--- src/rtl/fetch_pkg.sv ---
// Shared constants for the instruction fetch stage: STOP opcode encoding,
// opcode field position and default bus widths.
package fetch_pkg;

  localparam int ADDR_W_DEF = 8;
  localparam int DATA_W_DEF = 16;

  localparam int OPC_MSB = 15;
  localparam int OPC_LSB = 11;
  localparam int OPC_W   = OPC_MSB - OPC_LSB + 1;

  localparam logic [OPC_W-1:0] OPC_STOP = 5'b10111;

  function automatic logic is_stop(input logic [OPC_W-1:0] opc);
    return opc == OPC_STOP;
  endfunction

endpackage

--- src/rtl/fetch_queue.sv ---
// DEPTH-entry prefetch FIFO. Entries shift toward slot 0 on pop, so the head
// is always a plain register (slot 0) with no mux from the write side.
module fetch_queue
  import fetch_pkg::*;
#(
  parameter int W     = DATA_W_DEF + ADDR_W_DEF,
  parameter int DEPTH = 2
) (
  input  logic         clk,
  input  logic         reset_n,
  input  logic         flush,
  input  logic         push,
  input  logic         pop,
  input  logic [W-1:0] wdata,
  output logic [W-1:0] rdata,
  output logic         full,
  output logic         empty
);

  localparam int CW = $clog2(DEPTH + 1);

  logic [DEPTH*W-1:0] store_q, store_d;
  logic [CW-1:0]      count_q, count_d;
  logic [CW-1:0]      wr_idx;
  logic               pop_ok;
  logic               push_ok;

  assign full    = (count_q == CW'(DEPTH));
  assign empty   = (count_q == '0);
  assign pop_ok  = pop & ~empty;
  // A pop frees a slot in the same cycle, so a full queue can still accept.
  assign push_ok = push & (~full | pop_ok);
  assign wr_idx  = count_q - CW'(pop_ok);

  always_comb begin
    store_d = store_q;
    count_d = count_q;
    if (flush) begin
      count_d = '0;
    end else begin
      if (pop_ok) begin
        store_d = store_q >> W;
      end
      for (int i = 0; i < DEPTH; i++) begin
        if (push_ok && (wr_idx == CW'(i))) begin
          store_d[i*W +: W] = wdata;
        end
      end
      count_d = count_q + CW'(push_ok) - CW'(pop_ok);
    end
  end

  always_ff @(posedge clk or negedge reset_n) begin
    if (!reset_n) begin
      store_q <= '0;
      count_q <= '0;
    end else begin
      store_q <= store_d;
      count_q <= count_d;
    end
  end

  assign rdata = store_q[W-1:0];

endmodule

--- src/rtl/fetch_unit.sv ---
// Instruction fetch stage: PC, prefetch queue and redirect handling.
// Define FETCH_STOP_HALT_EN to stop fetching after a STOP opcode is fetched.
module fetch_unit
  import fetch_pkg::*;
#(
  parameter int ADDR_W = ADDR_W_DEF,
  parameter int DATA_W = DATA_W_DEF,
  parameter int DEPTH  = 2
) (
  input  logic              clk,
  input  logic              reset_n,
  output logic [ADDR_W-1:0] mem_addr,
  input  logic [DATA_W-1:0] mem_data,
  output logic [DATA_W-1:0] ir_data,
  output logic [ADDR_W-1:0] ir_pc,
  output logic              ir_valid,
  input  logic              ir_ready,
  input  logic              redirect,
  input  logic [ADDR_W-1:0] redirect_addr,
  output logic              halted
);

  localparam int QW = DATA_W + ADDR_W;

  logic [ADDR_W-1:0] pc_q, pc_d;
  logic              halted_q, halted_d;
  logic              q_full, q_empty;
  logic [QW-1:0]     q_head;
  logic              pop;
  logic              fetch;
  logic              stop_hit;

  assign pop   = ir_valid & ir_ready;
  assign fetch = (~q_full | pop) & ~halted_q & ~redirect;

`ifdef FETCH_STOP_HALT_EN
  assign stop_hit = is_stop(mem_data[OPC_MSB:OPC_LSB]);
`else
  assign stop_hit = 1'b0;
`endif

  always_comb begin
    pc_d     = pc_q;
    halted_d = halted_q;
    if (redirect) begin
      pc_d     = redirect_addr;
      halted_d = 1'b0;
    end else if (fetch) begin
      pc_d = pc_q + 1'b1;
      if (stop_hit) begin
        halted_d = 1'b1;
      end
    end
  end

  always_ff @(posedge clk or negedge reset_n) begin
    if (!reset_n) begin
      pc_q     <= '0;
      halted_q <= 1'b0;
    end else begin
      pc_q     <= pc_d;
      halted_q <= halted_d;
    end
  end

  fetch_queue #(
    .W     (QW),
    .DEPTH (DEPTH)
  ) u_queue (
    .clk     (clk),
    .reset_n (reset_n),
    .flush   (redirect),
    .push    (fetch),
    .pop     (pop),
    .wdata   ({mem_data, pc_q}),
    .rdata   (q_head),
    .full    (q_full),
    .empty   (q_empty)
  );

  assign mem_addr = pc_q;
  assign ir_valid = ~q_empty;
  assign ir_data  = q_head[QW-1:ADDR_W];
  assign ir_pc    = q_head[ADDR_W-1:0];
  assign halted   = halted_q;

endmodule

--- config.mk ---
export PLATFORM = sky130hd
export DESIGN_NAME = fetch_unit
export DESIGN_NICKNAME = d
export VERILOG_FILES = /design/src/rtl/fetch_pkg.sv /design/src/rtl/fetch_queue.sv /design/src/rtl/fetch_unit.sv
export SDC_FILE = /design/constraint.sdc
export NUM_CORES = 1
export LEC_CHECK = 0
export BUFFER_PORTS_ARGS = -buffer_cell sky130_fd_sc_hd__buf_2
export CAP_MARGIN = 20
export CORE_MARGIN = 2
export CORE_UTILIZATION = 45
export DETAILED_ROUTE_END_ITERATION = 6
export GPL_ROUTABILITY_DRIVEN = 0
export GPL_TIMING_DRIVEN = 0
export PLACE_DENSITY = 0.67
export SLEW_MARGIN = 10
export SYNTH_ARGS = -nofsm -noshare
export SYNTH_HDL_FRONTEND = slang
export SYNTH_SLANG_ARGS = --single-unit
--- constraint.sdc ---
create_clock -name clk -period 5.2 [get_ports clk]
set_clock_uncertainty 0.05 [all_clocks]
set_input_delay 1.04 -clock clk [delete_from_list [all_inputs] [get_ports clk]]
set_output_delay 1.04 -clock clk [all_outputs]
set_load 0.02 [all_outputs]
==> results of run 1 <==
-- per-stage QoR --
| stage | hold slack, ns | total power [uW] |
|---|---|---|
| global placement | 0.483 | 1850 |
| finish | 0.498 | 2230 |
| floorplan | 0.471 | 1580 |
| detailed placement | 0.492 | 1880 |
| global route | 0.527 | 2410 |
| CTS | 0.501 | 2240 |
-- layout make-up --
class,instances,area share
repair buffers,60,0.0800
clock buffers,13,0.0394
inverters,29,0.0288
flip-flops and latches,58,0.384
plain buffers,55,0.0913
well taps,96,0.0317
clock inverters,3,0.00397
multi-input cells,201,0.341
-- logic make-up after synthesis --
kind of cell / Yosys count / synth area share
buf+inv: 84 / 0.142
fa+ha+maj: 3 / 0.0117
mux: 25 / 0.0783
other cells: 1 / 0.00117
simple gates: 54 / 0.0877
xor+xnor: 1 / 0.00274
compound gates: 117 / 0.222
flops: 58 / 0.454
-- sequential cells by signal (all words and copies together), names as in the netlist --
| register | count |
|---|---|
| u_queue.count_q | 2 |
| u_queue.store_q | 48 |
| mem_addr | 8 |
-- cell usage after synthesis --
library cell,number
dfrtp_1,58
o21ai_0,51
nand3_1,30
a31oi_1,29
inv_1,28
buf_4,25
mux2i_1,25
a211oi_1,24
clkbuf_1,23
nor2_1,6
nand2_1,5
buf_2,3
ha_1,3
nor2b_1,3
o21ai_1,3
o31ai_1,3
or3_1,3
or4_1,3
a21o_1,2
buf_12,2
a211o_1,1
a21oi_1,1
a22oi_1,1
buf_6,1
clkbuf_2,1
clkinv_1,1
conb_1,1
nand2b_1,1
nor3b_1,1
o211ai_1,1
o211ai_2,1
or2_0,1
or3b_2,1
xnor2_1,1
-- worst paths after layout --
kind	start	endpoint	slack, ns	depth (start not counted)
min in group asynchronous	reset_n	u_queue.store_q[40]	0.72	1
setup / recovery	ir_ready	u_queue.store_q[1]	1.98	10
hold reg to reg	u_queue.store_q[39]	u_queue.store_q[39]	0.50	2
hold / removal	u_queue.store_q[39]	u_queue.store_q[39]	0.50	2
setup reg to reg	u_queue.count_q[0]	u_queue.store_q[1]	2.22	9
max in group asynchronous	reset_n	u_queue.store_q[47]	3.89	1
-- cell usage in the layout (no fill, tap or decap), types with 2 or more instances in the layout --
cell and instances:
a211oi_1 24, a21o_1 2, a31oi_1 29, buf_12 2, buf_2 62, buf_4 26
clkbuf_1 26, clkbuf_8 10, clkinv_2 3, dfrtp_1 58, ha_1 3, inv_1 28
mux2i_1 25, nand2_1 5, nand3_1 30, nor2_1 6, nor2b_1 3, o21ai_0 51
o21ai_1 3, o31ai_1 3, or3_1 3, or4_1 3
-- where the power goes --
| part | switching, uW | total, uW | leakage [uW] | internal [uW] |
|---|---|---|---|---|
| Sequential | 117 | 771 | 0.000688 | 654 |
| Combinational | 622 | 1100 | 0.00104 | 477 |
| Clock | 180 | 364 | 0.0000872 | 184 |
-- worst max-delay path, delay by kind of cell --
| family | cells | cell delay [ns] |
|---|---|---|
| fa+ha+maj | 1 | 0.30 |
| buf+inv | 5 | 1.36 |
| compound gates | 3 | 0.58 |
| simple gates | 1 | 0.08 |
-- metal layers --
metal  vias up  wire [um]  global-route usage  part of all wire
met5         -          0                   0                 0
met4         0        113              0.0771             0.014
met3        10        449              0.0476             0.055
met2        96       3800               0.359              0.47
met1      1385       3780               0.328              0.46
li1       1358          -                   -                 -
==> flow_summary.yaml, run 1 <==
outcome:
  outcome: "completed"
floorplanning:
  fp-row-count: 30
  die-area_um2: 7790
  core_um2: 6830
  fp.dieW_um: 88.3
  start_util: 0.468
  fp.dieH_um: 88.3
  io_pins: 62
hold_path:
  worstHoldPathType: "register to register"
clocking:
  cts_made_buffers: 9
  clockRootBuffer: "clkbuf_8"
  clk_pin_slew_ns: 0.06
  cts_tree: "built"
  cts_sinks: 58
  cts_hold_buf: 0
  worstSkewPairLatency_ns: 0.34
  cts_resized: 0
  cts.path.max_buffers: 2
  cts_setup_buffers: 0
  h-tree-depth: 3
final_layout:
  utilization: 0.554
  postLayoutCellArea_um2: 3780
  n_antenna_cell: 0
  layout.area.seq_um2: 1450
  nFillCells: 688
  fin_cells: 515
  nets: 445
  drive_above_1_share: 0.255
  area_growth_pct: 18.4
  multi_input_area_um2: 1290
synthesis:
  yosysTopAreaCellShare: 0.454
  post-synth-top-area-cell: "dfrtp_1"
  synthesis.nets: 374
  ys_seq_elements: 58
  netlist_instances: 343
  avgSynthCellArea_um2: 9.32
  ys_warn_count: 0
  syn_area_um2: 3200
  ys_seq_area_frac: 0.454
  yosys-top-cells-area: "dfrtp_1, o21ai_0, mux2i_1"
  synthDistinctLibCells: 34
drt:
  postRouteAntennaNets: 0
  routed_wl_mm: 8.14
  num_vias: 2849
  wl_per_cell_um: 15.8
  drt_first_pass_iters: 5
  drc: 0
  viasPerCell: 5.53
  drtIter0Drc: 164
power_and_ir_drop:
  ir_drop_uv: 226
  power.density_nw_per_um2: 591
  p_leak_uw: 0.00181
grt:
  grt_max_degree: 59
  gr-total-overflow: 0
  grt_pass1_wl_mm: 13.8
  grt_usage: 0.232
  grt_pass1_vias: 2838
  antenna_found_initial: 0
sta:
  slew_headroom: 0.498
  fin_crit_sh: 0.619
  setup_slack_ns: 1.98
  setup_tns_ns: 0
  slew_violations: 0
  rsz0062_at_grt: "no"
  fmax_ghz: 0.310
  hold_violations: 0
  tightest_slew_ns: 0.752
  post-route-min-period_ns: 3.22
  setup_violations: 0
placement:
  dp.cells: 499
  placed_cell_area_um2: 3620
  pre_cts_ws_ns: 1.64
  dp_hpwl_mm: 5.52
  io_buffers: 60
worst_setup_path:
  cp_max_fo: 10
  critPathRequiredTime_ns: 5.34
  max_stage_delay_ns: 0.41
  start_kind: "primary input"
  worstPathArrival_ns: 3.36
  worst_path_max_delay_cell: "clkbuf_1"
  crit_chain: "buf_2 -> o21ai_0 -> inv_1 -> buf_2 -> ha_1 -> nand2b_1 -> clkbuf_1 -> a21o_1 -> clkbuf_1 -> a31oi_1"
  endpoint_kind: "register"
  crit_type: "primary input to register"
flow_run:
  drv_cap: 0
(Power assumes the default switching activity.)
==> run 2: changes to the inputs <==
Settings changed: PLACE_DENSITY 0.67 to 0.7.
Clock period 5.2 ns to 2.65 ns, I/O delays scaled along.
==> run 2 against run 1 <==
Compared with the run above:
- wire length shrank 0.49%
- total power grew 99%
- sequential cell count is the same
- global-route usage shrank 1.0 points
- first-iteration DRC count grew 6.7%
- count of clock-buffer cells in the layout grew 1
- setup slack lost 1.8 ns
- worst hold slack lost 0.31 ns
- combinational power grew 95%
- critical path depth is the same
- sequential share of layout area shrank 0.21 points
- core utilization grew 0.31 points
- critical path type is now register to register
- largest cell class unchanged
==> flow_summary.yaml, run 2 (synthesis gave the netlist of run 1 again) <==
final_layout:
  n_antenna_cell: 0
  largest-register: "u_queue.store_q"
  nFillCells: 654
  final_cell_mix: "buf_2, dfrtp_1, o21ai_0"
  largest_reg_flops: 48
  fin_cells: 514
  area_growth_pct: 19.0
  nets: 444
  layout_commonest_cell: "buf_2"
  layout.area.seq_um2: 1450
  multi_input_area_um2: 1290
  drive_above_1_share: 0.268
sta:
  setup_violations: 0
  slew_violations: 0
  setup_tns_ns: 0
  post-route-min-period_ns: 2.52
  fin_crit_sh: 0.950
  tightest_slew_ns: 0.747
  fmax_ghz: 0.397
  rsz0062_at_grt: "no"
  hold_violations: 0
  slew_headroom: 0.502
clocking:
  cts_tree: "built"
  cts_setup_buffers: 0
  cts.path.max_buffers: 2
  h-tree-depth: 3
  clk_pin_slew_ns: 0.07
  cts_made_buffers: 9
  cts_sinks: 58
  clockRootBuffer: "clkbuf_8"
  cts_hold_buf: 0
  worstSkewPairLatency_ns: 0.35
power_and_ir_drop:
  ir_drop_uv: 417
  p_leak_uw: 0.00183
  power.density_nw_per_um2: 1170
  total_power_uw: 4440
drt:
  drc: 0
  wl_per_cell_um: 15.8
  routed_wl_mm: 8.10
  viasPerCell: 5.45
  drtIter0Drc: 175
  drt_first_pass_iters: 5
  postRouteAntennaNets: 0
  num_vias: 2801
hold_path:
  worstHoldPathType: "primary input to asynchronous set/reset pin"
grt:
  grt_pass1_vias: 2654
  grt_pass1_wl_mm: 13.0
  grt_usage: 0.222
  grt_max_degree: 59
  gr-total-overflow: 0
  antenna_found_initial: 0
worst_setup_path:
  critPathRequiredTime_ns: 2.83
  worstRegToRegCells: 10
  crit_type: "register to register"
  worstPathArrival_ns: 2.70
  cp_max_fo: 10
  r2r-end: "u_queue.store_q[36]"
  endpoint_kind: "register"
  crit-reg2reg-launch: "u_queue.count_q[1]"
  ff2ff_setup_slack_ns: 0.13
  start_kind: "register"
floorplanning:
  io_pins: 62
  core_um2: 6830
  fp.dieH_um: 88.3
  die-area_um2: 7790
  fp.dieW_um: 88.3
  start_util: 0.468
  fp-row-count: 30
flow_run:
  drv_cap: 0
outcome:
  outcome: "completed"
placement:
  dp.cells: 499
  io_buffers: 60
  dp_hpwl_mm: 5.48
-- run 2: worst max path at each step --
stage / start / end / slack [ns]
detailed placement: ir_ready / u_queue.store_q[5] / -0.40
finish: u_queue.count_q[1] / u_queue.store_q[36] / 0.13
CTS: u_queue.count_q[0] / u_queue.store_q[36] / 0.09
global placement: ir_ready / u_queue.store_q[8] / -0.35
global route: u_queue.count_q[1] / u_queue.store_q[31] / 0.01
floorplan: u_queue.count_q[0] / u_queue.store_q[36] / 0.22
-- run 2: layout make-up --
type                            instances  area share
Clock buffer                           14      0.0454
Inverter                               29      0.0286
Tap cell                               96      0.0316
Sequential cell                        58       0.381
Timing Repair Buffer                   60      0.0796
Clock inverter                          2     0.00263
Multi-Input combinational cell        201       0.340
Buffer                                 54      0.0904
-- run 2: layer usage --
metal,up-vias,GRT usage,part of all wire
li1,1354,-,-
met1,1343,0.310,0.45
met2,89,0.328,0.47
met3,15,0.0336,0.055
met4,0,0.131,0.022
met5,-,0,0
-- run 2: power by group --
part,internal (uW),switching [uW]
Sequential,1280,237
Clock,413,355
Combinational,939,1210
-- run 2: worst max-delay path: stages (launching register included) --
cell and delay, ns:
dfrtp_1 0.45, o21ai_2 0.24, inv_2 0.11, buf_2 0.21
ha_1 0.23, or2_0 0.20, buf_2 0.17, a211o_1 0.32
buf_6 0.15, buf_12 0.15, mux2i_1 0.12
-- run 2: metrics by stage --
step           area (um^2)  hold WS [ns]   util  setup slack [ns]
2_1_floorplan         3200         0.184      -             0.215
3_3_place_gp          3620         0.483  0.529            -0.346
3_5_place_dp          3620         0.495  0.530            -0.401
4_1_cts               3800         0.228  0.557            0.0857
5_1_grt               3800         0.244  0.557            0.0101
6_report              3800         0.187  0.557             0.132
-- run 2: timing repair --
item,CTS,global route
pin swaps,0,1
endpoints found under the setup margin,41,20
gates resized for setup,4,1
==> run 3: changes to the inputs <==
Settings changed: CORE_MARGIN 2 to unset.
==> run 3 against run 2 <==
Compared with the run above:
- sequential cell count did not move
- setup slack improved by 0.031 ns
- die area fell by 4.5%
- worst hold slack better by 0.013 ns
- wire length is 0.53% lower
- critical endpoint unchanged
==> flow_summary.yaml, run 3 (synthesis gave the netlist of run 1 again) <==
drt:
  drtIter0Drc: 271
  num_vias: 2834
  wl_met1_mm: 3.57
  met2_length_mm: 3.90
  drc: 0
  drt_first_pass_iters: 4
  viasPerCell: 5.50
  wl_met3_um: 449
  postRouteAntennaNets: 0
  wl_per_cell_um: 15.6
  routed_wl_mm: 8.06
  top_layer: "met4"
placement:
  pre_cts_ws_ns: -0.407
  io_buffers: 60
  dp_hpwl_mm: 5.54
  dp.cells: 499
sta:
  slew_violations: 0
  setup_slack_ns: 0.163
  hold_slack_ns: 0.200
  rsz0062_at_grt: "no"
  tightest_slew_ns: 0.746
  fin_crit_sh: 0.938
  slew_headroom: 0.503
  hold_violations: 0
  fmax_ghz: 0.402
  setup_violations: 0
  post-route-min-period_ns: 2.49
clocking:
  clockRootBuffer: "clkbuf_8"
  cts_tree: "built"
  cts_sinks: 58
  cts_made_buffers: 9
  h-tree-depth: 3
  cts.path.max_buffers: 2
  clk_pin_slew_ns: 0.06
  worstSkewPairLatency_ns: 0.34
  cts_hold_buf: 0
final_layout:
  layout_commonest_cell: "buf_2"
  largest-register: "u_queue.store_q"
  multi_input_area_um2: 1290
  nFillCells: 652
  drive_above_1_share: 0.272
  final_cell_mix: "buf_2, dfrtp_1, o21ai_0"
  nets: 445
  n_antenna_cell: 0
  layout.area.seq_um2: 1450
  largest_reg_flops: 48
  fin_cells: 515
  area_growth_pct: 19.3
  utilization: 0.558
grt:
  grt_pass1_wl_mm: 13.2
  gr-total-overflow: 0
  grt_max_degree: 59
  grt_usage: 0.229
  antenna_found_initial: 0
  grt_pass1_vias: 2753
worst_setup_path:
  critPathRequiredTime_ns: 2.82
  crit_type: "register to register"
  r2r-end: "u_queue.store_q[36]"
  crit_top_cell: "buf_2"
  crit_chain: "o21ai_2 -> inv_2 -> buf_2 -> ha_1 -> or2_0 -> buf_2 -> a211o_1 -> buf_6 -> buf_12 -> mux2i_1"
  cp_max_fo: 10
  cp_top_family: "buffers and inverters"
  worst_path_max_delay_cell: "dfrtp_1"
  cp_num_buf_inv: 5
  worstPathArrival_ns: 2.65
  start_kind: "register"
  max_stage_delay_ns: 0.44
  crit-reg2reg-launch: "u_queue.count_q[1]"
  endpoint_kind: "register"
  ff2ff_setup_slack_ns: 0.16
  worstRegToRegCells: 10
power_and_ir_drop:
  pwr-share-clk: 0.169
  internal-power_uw: 2640
  pwr-share-comb: 0.489
  power.density_nw_per_um2: 1170
  power_frac_seq: 0.342
  p_leak_uw: 0.00183
  p_sw_frac: 0.406
  ir_drop_uv: 503
  switchingPower_uw: 1810
outcome:
  outcome: "completed"
floorplanning:
  die-area_um2: 7450
  fp.dieW_um: 86.3
  fp-row-count: 30
  start_util: 0.468
  io_pins: 62
  fp.dieH_um: 86.3
  core_um2: 6830
flow_run:
  drv_cap: 0
hold_path:
  worstHoldPathType: "primary input to asynchronous set/reset pin"
==> run 3: cell types whose count changed in the layout (fill, tap and decap cells not counted), sizes merged <==
cell / previous run / this run
buf: 91 / 92
==> run 3: what timing repair did <==
item	CTS	global route
setup endpoints to repair	40	41
pin swaps	0	1
resized for setup	4	2
buffers inserted	0	1
==> run 3: stage by stage <==
stage                     setup TNS (ns)  power (uW)  instance area, um^2
after floorplan                        0        3100                 3200
after global placement             -9.12        3620                 3620
after detailed placement          -10.57        3690                 3620
after CTS                              0        4450                 3800
after global routing                   0        4740                 3810
final                                  0        4450                 3810
==> run 3: power groups by stage <==
stage	registers [uW]	logic, uW	clock network, uW
floorplan	1480	1620	0
global placement	1510	2100	0
detailed placement	1540	2150	0
CTS	1520	2170	762
global route	1580	2360	798
finish	1530	2180	753
==> run 3: worst reg2reg max path, delay by kind of cell (launching register included) <==
family | cells | cell delay (ns)
and+or+nand+nor | 1 | 0.19
adders and majority gates | 1 | 0.23
muxes | 1 | 0.12
DFF | 1 | 0.44
AOI/OAI and AO/OA | 2 | 0.53
buffers and inverters | 5 | 0.80
==> run 3: how the worst max path moves through the flow <==
stage | from | endpoint | slack, ns | cells past startpoint
after global routing | u_queue.count_q[1] | u_queue.store_q[39] | 0.005 | 10
after detailed placement | ir_ready | u_queue.store_q[1] | -0.41 | 10
after CTS | u_queue.count_q[0] | u_queue.store_q[38] | 0.01 | 10
after global placement | ir_ready | u_queue.store_q[8] | -0.36 | 10
final | u_queue.count_q[1] | u_queue.store_q[36] | 0.16 | 10
after floorplan | u_queue.count_q[0] | u_queue.store_q[36] | 0.22 | 10
==> run 3: final cells by class <==
cell class / count / area share
flip-flops and latches: 58 / 0.381
clock buffers: 14 / 0.0453
repair buffers: 61 / 0.0814
plain buffers: 54 / 0.0906
clock inverters: 2 / 0.00262
well taps: 96 / 0.0315
multi-input cells: 201 / 0.340
inverters: 29 / 0.0285
==> run 3: metal layers <==
metal  vias to the layer above  global-route usage
li1                       1351                   -
met1                      1375               0.310
met2                        94               0.372
met3                        14              0.0352
met4                         0              0.0909
met5                         -                   0
